[src/rtl/input_debounce_bank.sv]
// Input debounce bank: per-channel 2-flop synchroniser, counter debouncer,
// press/release edge detection into sticky W1C registers, a per-channel
// interrupt mask and a registered CPU read window.
module input_debounce_bank #(
   parameter int CHANNELS   = 9,
   parameter int COUNT_BITS = 16,
   parameter int DEBOUNCE   = 27000,
   parameter bit ACTIVE_LOW = 1'b1
) (
   input  logic                clk,
   input  logic                reset,
   input  logic [CHANNELS-1:0] pins,
   input  logic [1:0]          address,
   input  logic [CHANNELS-1:0] data_in,
   input  logic                write_enable,
   output logic [CHANNELS-1:0] data_out,
   output logic [CHANNELS-1:0] state,
   output logic                interrupt
);

   localparam logic [1:0] ADDR_STATE    = 2'd0;
   localparam logic [1:0] ADDR_PRESSED  = 2'd1;
   localparam logic [1:0] ADDR_RELEASED = 2'd2;
   localparam logic [1:0] ADDR_MASK     = 2'd3;

   // Count value on which a differing level has held long enough to be accepted.
   localparam logic [COUNT_BITS-1:0] CNT_LAST = COUNT_BITS'(DEBOUNCE - 1);

   logic [CHANNELS-1:0]   pin_pressed;
   logic [CHANNELS-1:0]   sync1_q, sync2_q;
   logic [COUNT_BITS-1:0] cnt_q [CHANNELS];
   logic [COUNT_BITS-1:0] cnt_d [CHANNELS];
   logic [CHANNELS-1:0]   state_q, state_d;
   logic [CHANNELS-1:0]   pressed_q, pressed_d;
   logic [CHANNELS-1:0]   released_q, released_d;
   logic [CHANNELS-1:0]   mask_q, mask_d;
   logic [CHANNELS-1:0]   data_out_q, data_out_d;
   logic                  irq_q, irq_d;
   logic [CHANNELS-1:0]   rise, fall;
   logic [CHANNELS-1:0]   clr_pressed, clr_released;

   // Normalise polarity so that 1 always means "pressed" from here on.
   assign pin_pressed = pins ^ {CHANNELS{ACTIVE_LOW}};

   // Debounce: count consecutive cycles the synchronised level disagrees with
   // the accepted state; accept it once the count reaches DEBOUNCE-1.
   always_comb begin
      // NOTE: every combinational output gets a default before any branch so no latch is inferred.
      state_d = state_q;
      for (int i = 0; i < CHANNELS; i++) begin
         cnt_d[i] = '0;
         if (sync2_q[i] != state_q[i]) begin
            if (cnt_q[i] == CNT_LAST) begin
               state_d[i] = sync2_q[i];
            end else begin
               cnt_d[i] = cnt_q[i] + COUNT_BITS'(1);
            end
         end
      end
   end

   // Event, W1C, mask, read-mux and interrupt next-state logic.
   always_comb begin
      rise         = state_d & ~state_q;
      fall         = ~state_d & state_q;
      clr_pressed  = (write_enable && address == ADDR_PRESSED)  ? data_in : '0;
      clr_released = (write_enable && address == ADDR_RELEASED) ? data_in : '0;
      // A new event in the same cycle as its clear leaves the bit set.
      pressed_d    = (pressed_q  & ~clr_pressed)  | rise;
      released_d   = (released_q & ~clr_released) | fall;
      mask_d       = (write_enable && address == ADDR_MASK) ? data_in : mask_q;
      // Reads see the pre-write register contents.
      case (address)
         ADDR_STATE:    data_out_d = state_q;
         ADDR_PRESSED:  data_out_d = pressed_q;
         ADDR_RELEASED: data_out_d = released_q;
         default:       data_out_d = mask_q;
      endcase
      irq_d = |((pressed_q | released_q) & mask_q);
   end

   // All state registers, with synchronous active-low reset.
   always_ff @(posedge clk) begin
      // NOTE: sequential state uses non-blocking assignments so every flop samples pre-edge values.
      if (!reset) begin
         sync1_q    <= '0;
         sync2_q    <= '0;
         state_q    <= '0;
         pressed_q  <= '0;
         released_q <= '0;
         mask_q     <= '0;
         data_out_q <= '0;
         irq_q      <= 1'b0;
         // NOTE: the counter array is reset too, so a partial debounce never survives reset.
         for (int i = 0; i < CHANNELS; i++) begin
            cnt_q[i] <= '0;
         end
      end else begin
         sync1_q    <= pin_pressed;
         sync2_q    <= sync1_q;
         state_q    <= state_d;
         pressed_q  <= pressed_d;
         released_q <= released_d;
         mask_q     <= mask_d;
         data_out_q <= data_out_d;
         irq_q      <= irq_d;
         for (int i = 0; i < CHANNELS; i++) begin
            cnt_q[i] <= cnt_d[i];
         end
      end
   end

   assign state     = state_q;
   assign data_out  = data_out_q;
   assign interrupt = irq_q;

endmodule

[config.mk]
export PLATFORM = sky130hd
export DESIGN_NAME = input_debounce_bank
export DESIGN_NICKNAME = d
export VERILOG_FILES = /design/src/rtl/input_debounce_bank.sv
export SDC_FILE = /design/constraint.sdc
export NUM_CORES = 1
export LEC_CHECK = 0
export CAP_MARGIN = 10
export CORE_UTILIZATION = 45
export DETAILED_ROUTE_END_ITERATION = 8
export PLACE_DENSITY_LB_ADDON = 0.12
export SLEW_MARGIN = 0
export SYNTH_ARGS = -nofsm -noshare
export SYNTH_HDL_FRONTEND = slang
export SYNTH_SLANG_ARGS = --single-unit
[constraint.sdc]
create_clock -name clk -period 4.5 [get_ports clk]
set_input_delay 0.9 -clock clk [delete_from_list [all_inputs] [get_ports clk]]
set_output_delay 0.9 -clock clk [all_outputs]
set_load 0.03 [all_outputs]
# [After elaboration in Yosys (flattened, before gate mapping)]
# Memory sizes are Yosys's and may differ from the RTL's.
# Index checks and enable logic that the tools add are counted.
[classes] n_bitwise=22 eq_ne=21 mux=50 n_reduce_logical=5 add_sub_neg=9
[op_table] operator="$mux 16" count=27
[op_table] operator="$add 16x1->16 const B" count=9
[op_table] operator="$eq 16x15->1 const B" count=9
[op_table] operator="$and 9x9->9" count=5
[op_table] operator="$not 9->9" count=5
[op_table] operator="$or 9x9->9" count=3
[op_table] operator="$pmux 9 s3" count=1
[op_table] operator="$mux 1" count=20
[op_table] operator="$mux 9" count=2
[op_table] operator="$ne 1x1->1" count=9
[op_table] operator="$or 1x1->1" count=9
[op_table] operator="$reduce_or 9->1" count=1
[op_table] operator="$eq 2x2->1 const B" count=2
[op_table] operator="$logic_and 1x1->1" count=3
[op_table] operator="$eq 2x1->1 const B" count=1
[op_table] operator="$logic_not 2->1" count=1
[totals] mem_bits_rw=144 register_bits=64 inputBits=23 memories=1 elab_cells=116
[mem_list] name="cnt_q" depth=9 width=16 rd=9 rd_ports_with_merged_regs=0 write_ports=9 line_no="31" rtl="logic [COUNT_BITS-1:0] cnt_q [CHANNELS];"

# [Logic depth before layout (Yosys ltp)]
# Gate-level depths: netlist of run 1.
[logic_depth] ltp_word=6 ltp_mapped=7

# [Least setup slack after synthesis of run 1]
# No wires, ideal clock.
[synth_timing] path_type="input-to-reg" from="input address[0]" to="register data_out_q[1], in the netlist data_out[1]" path_buffers=1 slack_ps=2590 path_stages=3 t_arrival_ps=1796 required_ps=4385 cell_sequence="buf_2 mux4_2 and2_1"
[synth_via] elab_chain_len=2 elab_cells_between_ends=4
[synth_rtl] element="start: declaration" line_no="13" rtl="input logic [1:0] address,"
[synth_rtl] element="$eq 2x2->1 (tied with other cells)" line_no="73" rtl="case (address)"
[synth_rtl] element="$pmux 9 s3 (*)" line_no="73"
[synth_rtl] element="end signal: assignment" line_no="105" rtl="data_out_q <= data_out_d;"
[synth_rtl] element="end: declaration" line_no="37" rtl="logic [CHANNELS-1:0] data_out_q, data_out_d;"
# Mark *: on every way between the ends. The rest lies on a longest branch, timed or not.
# A chain may end at the register's enable or synchronous reset.

# [Worst setup path after layout of run 1]
[layout_timing] from="register state_q[6], in the netlist state[6]" to="output state[6]"
[layout_rtl] element="start: declaration" line_no="33" rtl="logic [CHANNELS-1:0] state_q, state_d;"
[layout_rtl] element="start signal: assignment" line_no="101" rtl="state_q <= state_d;"
[layout_rtl] element="end: declaration" line_no="17" rtl="output logic [CHANNELS-1:0] state,"
# No word-level cell between the ends.

==> impl_metrics.csv, run 1 <==
group,metric,value,unit
outcome,status,"complete, no violations",
setup_path,crit_type,"flop to output port",
setup_path,critical_path.max_stage_delay,760,ps
sta,setup_slack,1880,ps
cells_and_area,layout.nets,1050,
setup_path,critical_path_arrival,1720,ps
sta,hold_viol_final,0,
cells_and_area,fin_area,10400,sq um
grt,grt-ovfl-total,0,
floorplanning,rows,51,
route,drc,0,
sta,whs,428,ps
cells_and_area,finalNonFillerCells,1296,
power_and_ir_drop,power,3.77,mW
logic_synthesis,synthesis.instances,977,
place,dpl.cell_count,1258,
logic_synthesis,yosysSeqAreaShare,45.8,%
floorplanning,die_x,144,microns
sta,setup_viol,0,
cells_and_area,final_util,53.0,%
place,dpl_worst_slack,1630,ps
logic_synthesis,post-synth-top-count-cell,"dfxtp_1",
power_and_ir_drop,ir_drop,0.207,mV
clock_tree,cts_root_buf,"clkbuf_16",
sta,max_slew_margin,49.9,%
power_and_ir_drop,leakagePower,3.25,nW
sta,clock.fmax,0.382,GHz
clock_tree,clk_latency,500,ps
route,wl,17200,microns
logic_synthesis,synth-seq-cells,208,
place,gp_congestion,0.791,
logic_synthesis,ys.flop_type,"dfxtp_1",
route,wire_per_inst,13.3,microns
cells_and_area,drive_gt1_share,6.60,%
grt,grt_max_degree,47,
clock_tree,cts_tree,"yes",
logic_synthesis,yosysUniqueCellTypes,55,
sta,finClkSkew,14.2,ps
clock_tree,clockBufferDepth,3,
logic_synthesis,syn-num-nets,1009,
setup_path,path_max_fanout,6,
setup_path,critical-path-top-delay-family,"buffers and inverters",
place,port-buffer-count,41,
route,drtAntennaViolNets,0,
clock_tree,cts.sinks,208,
sta,slew_violations,0,
route,vias,6609,
logic_synthesis,async_flop_share,0,%
logic_synthesis,synth_top_area_share,45.8,%
route,drt_first_pass_iters,4,
power_and_ir_drop,p_per_area,362,nW/um^2
setup_path,end_kind,"output port",
clock_tree,ctsResizeCount,0,
floorplanning,initial_utilization,46.2,%
logic_synthesis,ys_warn_count,0,
sta,tightest_slew,752,ps
sta,period_share,58.2,%
logic_synthesis,yosysTopAreaCell,"dfxtp_1",
setup_path,path_cells,"clkdlybuf4s50_1",
route,drt_iter0_markers,337,
setup_path,rrSetupSlack,2510,ps
logic_synthesis,synth_edf_count,0,
clock_tree,cts.htree.levels,1,
sta,tns,0,ps
logic_synthesis,netlist_top_cells_count,"208 x dfxtp_1, 156 x nor2_1, 87 x xnor2_1",
place,placed_cell_area,9680,sq um
cells_and_area,antennaDiodeCount,0,
logic_synthesis,synthTopCellsByArea,"dfxtp_1 46%, xnor2_1 8.4%, nor2_1 6.4%",
grt,antenna_found_initial,0,
sta,period_needed,2620,ps
grt,grtUsageTotal,17.3,%
floorplanning,die_h,144,microns
route,vias_per_cell,5.10,
grt,grt_pass1_wl,29300,microns
setup_path,required,3600,ps
floorplanning,die_area,20800,sq um
sta,grt_setup_unrepaired,"no",
clock_tree,cts_made_buffers,23,
floorplanning,boundaryPins,42,
grt,first_global_vias,6029,
worst_hold_path,hold_class,"flop to flop",
clock_tree,ctsHoldBuffers,0,
floorplanning,core-area,19700,sq um
setup_path,startpoint_type,"flop",
setup_path,cp_num_buf_inv,1,
logic_synthesis,syn_area_per_cell,9.30,sq um
cells_and_area,areaGrowthSynthToFinish,14.6,%
clock_tree,clk_pin_slew,60,ps
place,dp_hpwl,11700,microns
logic_synthesis,synth.cell_area,9080,sq um
job,cap_violations,0,
setup_path,critPathSlowestCell,"clkdlybuf4s50_1",
clock_tree,post-cts-setup-buffers,0,
==> logic make-up after synthesis <==
logic type                 Yosys count  synth area share [%]
AOI/OAI and AO/OA                   58                  4.41
xor gates and xnor gates           127                  12.2
muxes                               18                  3.22
adders and majority gates            9                  1.24
buffers and inverters               65                  3.31
DFF                                208                  45.8
and+or+nand+nor                    492                  29.7
==> layout make-up <==
cell class,count,area (sq um)
fill,1867,9240
multi-input combinational,704,4620
sequential,208,4160
clock buffer,33,663
timing repair buffer,42,413
tap,265,332
inverter,39,146
clock inverter,5,75.1
==> metal layers <==
metal / up-vias / track usage (%) / part of all wire, %
met5: - / 0 / 0
li1: 3444 / - / -
met1: 3062 / 24.3 / 50
met3: 30 / 3.74 / 4.6
met2: 73 / 26.8 / 43
met4: 0 / 4.42 / 2.0
==> cells in the final DEF (no fill, tap or decap), types with 3 or more instances in the layout <==
cell type,n
dfxtp_1,208
nor2_1,156
xnor2_1,87
nand2_1,67
nand4_1,46
nand3_1,44
xor2_1,40
clkdlybuf4s50_1,40
inv_1,39
nor3_1,31
nor2b_1,27
and2_1,26
nor4_1,25
clkbuf_16,23
a21boi_0,15
o21ai_0,13
a32oi_1,10
nor3b_1,9
mux2i_1,9
mux4_2,9
ha_1,9
and4_1,7
a21oi_1,7
nor4_4,6
o21a_1,6
or3_1,5
clkbuf_8,5
clkbuf_1,5
nand4b_1,4
and3_1,4
and4b_1,3
nand3b_2,3
or4b_4,3
or4b_1,3
or2_2,3
o31ai_1,3
or4_1,3
clkinv_2,3
==> where the power goes <==
group	leakage, nW	internal [mW]	switching (mW)
Combinational	1.21	0.0362	0.0431
Clock	0.365	1.13	0.705
Sequential	1.68	1.85	0.00797
Total	3.25	3.02	0.756
==> final timing paths <==
path,cells after the start,startpoint,end
worst max-delay path,1,state[6],state[6]
worst min-delay path,1,sync1_q[6],sync2_q[6]
worst max register to register,4,cnt_q[0][124],cnt_q[0][123]
worst min register to register,1,sync1_q[6],sync2_q[6]
==> registers in the layout, summed over array words and instances, names as in the netlist <==
signal / flops
cnt_q: 144
data_out: 9
mask_q: 9
pressed_q: 9
released_q: 9
state: 9
sync1_q: 9
sync2_q: 9
interrupt: 1
Power figures use the tool's default switching activity.
==> run 2: changes to the inputs <==
Clock period 4.5 ns to 2.3 ns, I/O delays scaled along.
==> impl_metrics.csv, run 2 (synthesized netlist as in run 1, its figures left out) <==
group,metric,value,unit
setup_path,reg2reg_depth,4,
clock_tree,cts.htree.levels,1,
grt,grt-ovfl-total,0,
cells_and_area,drive_gt1_share,7.97,%
worst_hold_path,min_from,"reset",
cells_and_area,largest_reg_flops,144,
cells_and_area,areaGrowthSynthToFinish,16.7,%
clock_tree,ctsResizeCount,0,
route,vias,6601,
place,gp_congestion,0.811,
outcome,status,"complete, no violations",
floorplanning,die_area,20800,sq um
clock_tree,cts_tree,"yes",
floorplanning,rows,51,
sta,slew_violations,0,
floorplanning,core-area,19700,sq um
worst_hold_path,min_to,"released_q[2]",
setup_path,rrSetupSlack,390,ps
setup_path,critical_path.max_stage_delay,760,ps
floorplanning,boundaryPins,42,
route,wl,17500,microns
sta,hold_viol_final,0,
grt,grtUsageTotal,17.3,%
grt,antenna_found_initial,0,
floorplanning,die_x,144,microns
sta,setup_viol,0,
setup_path,startpoint_type,"flop",
floorplanning,initial_utilization,46.2,%
setup_path,path_max_fanout,6,
setup_path,cp_num_buf_inv,1,
cells_and_area,layout.nets,1060,
route,drt_iter0_markers,257,
power_and_ir_drop,leakagePower,3.35,nW
cells_and_area,nFillCells,1880,
setup_path,critical_path_arrival,1700,ps
sta,tightest_slew,441,ps
clock_tree,cts_made_buffers,23,
clock_tree,cts.sinks,208,
place,dpl.cell_count,1268,
setup_path,critical-path-top-delay-family,"buffers and inverters",
route,drtAntennaViolNets,0,
cells_and_area,final_cell_mix,"208 x dfxtp_1, 156 x nor2_1, 87 x xnor2_1",
cells_and_area,antennaDiodeCount,0,
cells_and_area,regMostFlops,"cnt_q",
place,dpl_worst_slack,140,ps
job,cap_violations,0,
sta,period_needed,2160,ps
sta,setup_slack,139,ps
grt,first_global_vias,6138,
sta,clock.fmax,0.463,GHz
sta,grt_setup_unrepaired,"no",
route,drc,0,
power_and_ir_drop,power,7.75,mW
sta,tns,0,ps
clock_tree,clockBufferDepth,3,
sta,period_share,94.0,%
grt,grt_pass1_wl,29400,microns
setup_path,critPathSlowestCell,"clkdlybuf4s50_1",
setup_path,reg2reg_to,"cnt_q[0][58]",
worst_hold_path,hold_class,"input port to flop",
route,vias_per_cell,5.05,
clock_tree,clk_pin_slew,60,ps
setup_path,crit_type,"flop to output port",
sta,finClkSkew,5.47,ps
clock_tree,cts_root_buf,"clkbuf_16",
clock_tree,ctsHoldBuffers,0,
setup_path,path_cells,"clkdlybuf4s50_1",
worst_hold_path,hold_depth,2,
setup_path,r2r-start,"cnt_q[0][51]",
cells_and_area,finalNonFillerCells,1307,
route,drt_first_pass_iters,4,
power_and_ir_drop,ir_drop,0.554,mV
cells_and_area,final_common_cell,"dfxtp_1",
place,dp_hpwl,12000,microns
floorplanning,die_h,144,microns
grt,grt_max_degree,37,
sta,max_slew_margin,70.5,%
clock_tree,post-cts-setup-buffers,0,
setup_path,required,1840,ps
power_and_ir_drop,p_per_area,731,nW/um^2
clock_tree,clk_latency,500,ps
place,port-buffer-count,41,
route,wire_per_inst,13.4,microns
setup_path,end_kind,"output port",
[run 2: changes by cell type in the layout (fill, tap and decap cells not counted)]
cell,previous run,this run
buf_12,0,2
buf_4,1,9
bufinv_16,2,4
clkbuf_1,5,1
clkbuf_8,5,8
[run 2: metal layers]
metal | up-vias | part of all wire, % | routed length [microns] | GRT usage, %
met5 | - | 0 | 0 | 0
met3 | 27 | 4.7 | 833 | 3.94
met1 | 3036 | 49 | 8680 | 23.3
met2 | 66 | 44 | 7690 | 28.0
li1 | 3472 | - | - | -
met4 | 0 | 1.9 | 335 | 4.03
[run 2: area by class of cell]
| type | instances | area (sq um) | area share [%] |
|---|---|---|---|
| clock buffer | 32 | 689 | 6.50 |
| clock inverter | 7 | 135 | 1.27 |
| inverter | 39 | 146 | 1.38 |
| multi-input combinational | 704 | 4620 | 43.6 |
| sequential | 208 | 4160 | 39.3 |
| tap | 265 | 332 | 3.13 |
| timing repair buffer | 52 | 513 | 4.84 |
[run 2: worst max path at each step]
stage | start | cells past startpoint | to
after floorplan | cnt_q[0][10] | 5 | cnt_q[0][11]
after global placement | address[1] | 4 | released_q[6]
after detailed placement | address[1] | 4 | released_q[6]
after CTS | state[6] | 1 | state[6]
after global routing | state[2] | 1 | state[2]
final | state[6] | 1 | state[6]
[run 2: stage by stage]
stage | cell area, sq um | util, % | hold WS (ps)
floorplan | 9080 | - | 412
global placement | 9780 | 49.7 | 416
detailed placement | 9780 | 49.7 | 419
CTS | 10600 | 53.9 | 322
global route | 10600 | 53.9 | 341
finish | 10600 | 53.9 | 341
[run 2: power by group]
| group | switching (mW) | leakage, nW | internal, mW |
|---|---|---|---|
| combinational | 0.0890 | 1.26 | 0.0835 |
| clock | 1.41 | 0.410 | 2.52 |
| sequential | 0.0160 | 1.68 | 3.63 |
==> run 3: changes to the inputs <==
Settings changed: ABC_AREA from default to 1.
==> impl_metrics.csv, run 3 <==
group,metric,value,unit
logic_synthesis,yosysUniqueCellTypes,32,
setup_path,critPathSlowestCell,"clkdlybuf4s50_1",
logic_synthesis,synth_top_area_share,42.9,%
cells_and_area,antennaDiodeCount,0,
sta,tightest_slew,979,ps
logic_synthesis,syn-num-nets,1464,
clock_tree,cts_made_buffers,25,
logic_synthesis,ys.flop_type,"dfxtp_1",
sta,period_needed,2200,ps
logic_synthesis,ys_warn_count,0,
logic_synthesis,async_flop_share,0,%
floorplanning,die_area,22200,sq um
cells_and_area,areaGrowthSynthToFinish,15.0,%
place,port-buffer-count,41,
sta,setup_viol,0,
grt,antenna_found_initial,0,
sta,max_slew_margin,34.6,%
outcome,status,"complete, no violations",
floorplanning,rows,53,
power_and_ir_drop,p_per_area,684,nW/um^2
clock_tree,ctsHoldBuffers,0,
clock_tree,ctsResizeCount,0,
route,wire_per_inst,11.7,microns
grt,first_global_vias,7795,
setup_path,crit_type,"flop to output port",
worst_hold_path,hold_class,"flop to flop",
clock_tree,clk_latency,520,ps
sta,setup_slack,102,ps
worst_hold_path,hold_depth,2,
setup_path,startpoint_type,"flop",
sta,tns,0,ps
logic_synthesis,netlist_top_cells_count,"354 x nand2_1, 272 x nor2_1, 208 x dfxtp_1",
sta,finClkSkew,7.75,ps
sta,clock.fmax,0.455,GHz
grt,grtUsageTotal,19.1,%
route,drtAntennaViolNets,0,
setup_path,reg2reg_depth,6,
job,cap_violations,0,
power_and_ir_drop,leakagePower,4.09,nW
logic_synthesis,synth-seq-cells,208,
cells_and_area,largest_reg_flops,144,
floorplanning,die_h,149,microns
place,dp_hpwl,14800,microns
cells_and_area,seqCellArea,4160,sq um
floorplanning,die_x,149,microns
sta,slew_violations,0,
clock_tree,cts_tree,"yes",
floorplanning,initial_utilization,46.1,%
logic_synthesis,yosysSeqAreaShare,42.9,%
worst_hold_path,min_from,"sync1_q[3]",
route,vias,8484,
logic_synthesis,synth.cell_area,9720,sq um
sta,hold_viol_final,0,
setup_path,critical_path.max_stage_delay,730,ps
route,drt_first_pass_iters,5,
sta,grt_setup_unrepaired,"no",
power_and_ir_drop,ir_drop,0.615,mV
logic_synthesis,post-synth-top-count-cell,"nand2_1",
setup_path,startpoint,"state[7]",
logic_synthesis,synth_edf_count,0,
cells_and_area,drive_gt1_share,4.73,%
setup_path,rrSetupSlack,420,ps
cells_and_area,final_common_cell,"nand2_1",
setup_path,end_kind,"output port",
route,drt_iter0_markers,327,
clock_tree,cts.sinks,208,
floorplanning,boundaryPins,42,
grt,grt_pass1_wl,35300,microns
clock_tree,cts_root_buf,"clkbuf_16",
place,dpl_worst_slack,192,ps
setup_path,r2r-start,"cnt_q[0][80]",
grt,grt_max_degree,48,
setup_path,critical_path_arrival,1740,ps
setup_path,path_max_fanout,7,
setup_path,required,1840,ps
sta,period_share,95.6,%
clock_tree,cts.htree.levels,1,
clock_tree,clockBufferDepth,3,
route,wl,20700,microns
clock_tree,clk_pin_slew,60,ps
setup_path,cp_num_buf_inv,1,
setup_path,path_cells,"clkdlybuf4s50_1",
cells_and_area,multi_input_area,4670,sq um
cells_and_area,regMostFlops,"cnt_q",
route,drc,0,
setup_path,critical-path-top-delay-family,"buffers and inverters",
cells_and_area,nFillCells,2110,
clock_tree,post-cts-setup-buffers,0,
setup_path,cp_num_cells,1,
route,vias_per_cell,4.78,
logic_synthesis,synthesis.instances,1432,
place,gp_congestion,0.859,
grt,grt-ovfl-total,0,
cells_and_area,layout.nets,1519,
logic_synthesis,yosysTopAreaCell,"dfxtp_1",
logic_synthesis,synthTopCellsByArea,"dfxtp_1 43%, nand2_1 14%, nor2_1 11%",
cells_and_area,final_cell_mix,"354 x nand2_1, 272 x nor2_1, 208 x dfxtp_1",
floorplanning,core-area,21100,sq um
logic_synthesis,syn_area_per_cell,6.78,sq um
==> run 3: cell type report <==
type                            instances  share of cell area (%)
Multi-Input combinational cell       1002                    41.8
Sequential cell                       208                    37.3
Inverter                              204                    6.85
Clock buffer                           32                    6.19
Timing Repair Buffer                   46                    3.96
Tap cell                              275                    3.08
Clock inverter                          9                   0.907
==> run 3: worst paths after layout <==
check,end
max,state[7]
max reg2reg,cnt_q[0][89]
min,sync2_q[3]
min reg2reg,sync2_q[3]
==> run 3: where the power goes <==
group | total, mW | leakage (nW) | switching, mW | internal [mW]
registers | 3.65 | 1.68 | 0.0147 | 3.63
logic | 0.180 | 2.02 | 0.111 | 0.0686
clock network | 3.81 | 0.392 | 1.49 | 2.32
==> run 3: worst min-delay path, cell delays in order, from the launching register on <==
cell and delay [ps]:
dfxtp_1 300, nand2_1 50, inv_1 40
==> run 3: stage by stage <==
stage	utilization, %	hold WS (ps)	instances	cell area [sq um]	power [mW]
finish	53.0	408	1776	11200	7.64
CTS	53.0	399	1776	11200	7.75
global placement	49.2	392	1735	10400	3.91
floorplan	-	390	1432	9720	3.83
detailed placement	49.2	398	1735	10400	3.91
global route	53.0	425	1776	11200	7.92
==> run 3: cell families (layout without fill, tap and decap cells) <==
family / Yosys count / count (layout) / synth area share [%]
adder cells (fa/ha/maj): 9 / 9 / 1.16
AO/OA/AOI/OAI: 153 / 153 / 9.03
XOR/XNOR: 50 / 50 / 4.51
buffers and inverters: 222 / 291 / 9.10
flip-flops: 208 / 208 / 42.9
AND/OR/NAND/NOR: 790 / 790 / 33.3
==> run 3: metal layers <==
metal | global-route usage [%] | share of wire [%]
met3 | 3.82 | 4.9
met1 | 24.6 | 48
met5 | 0 | 0
met2 | 32.6 | 45
met4 | 4.39 | 1.9
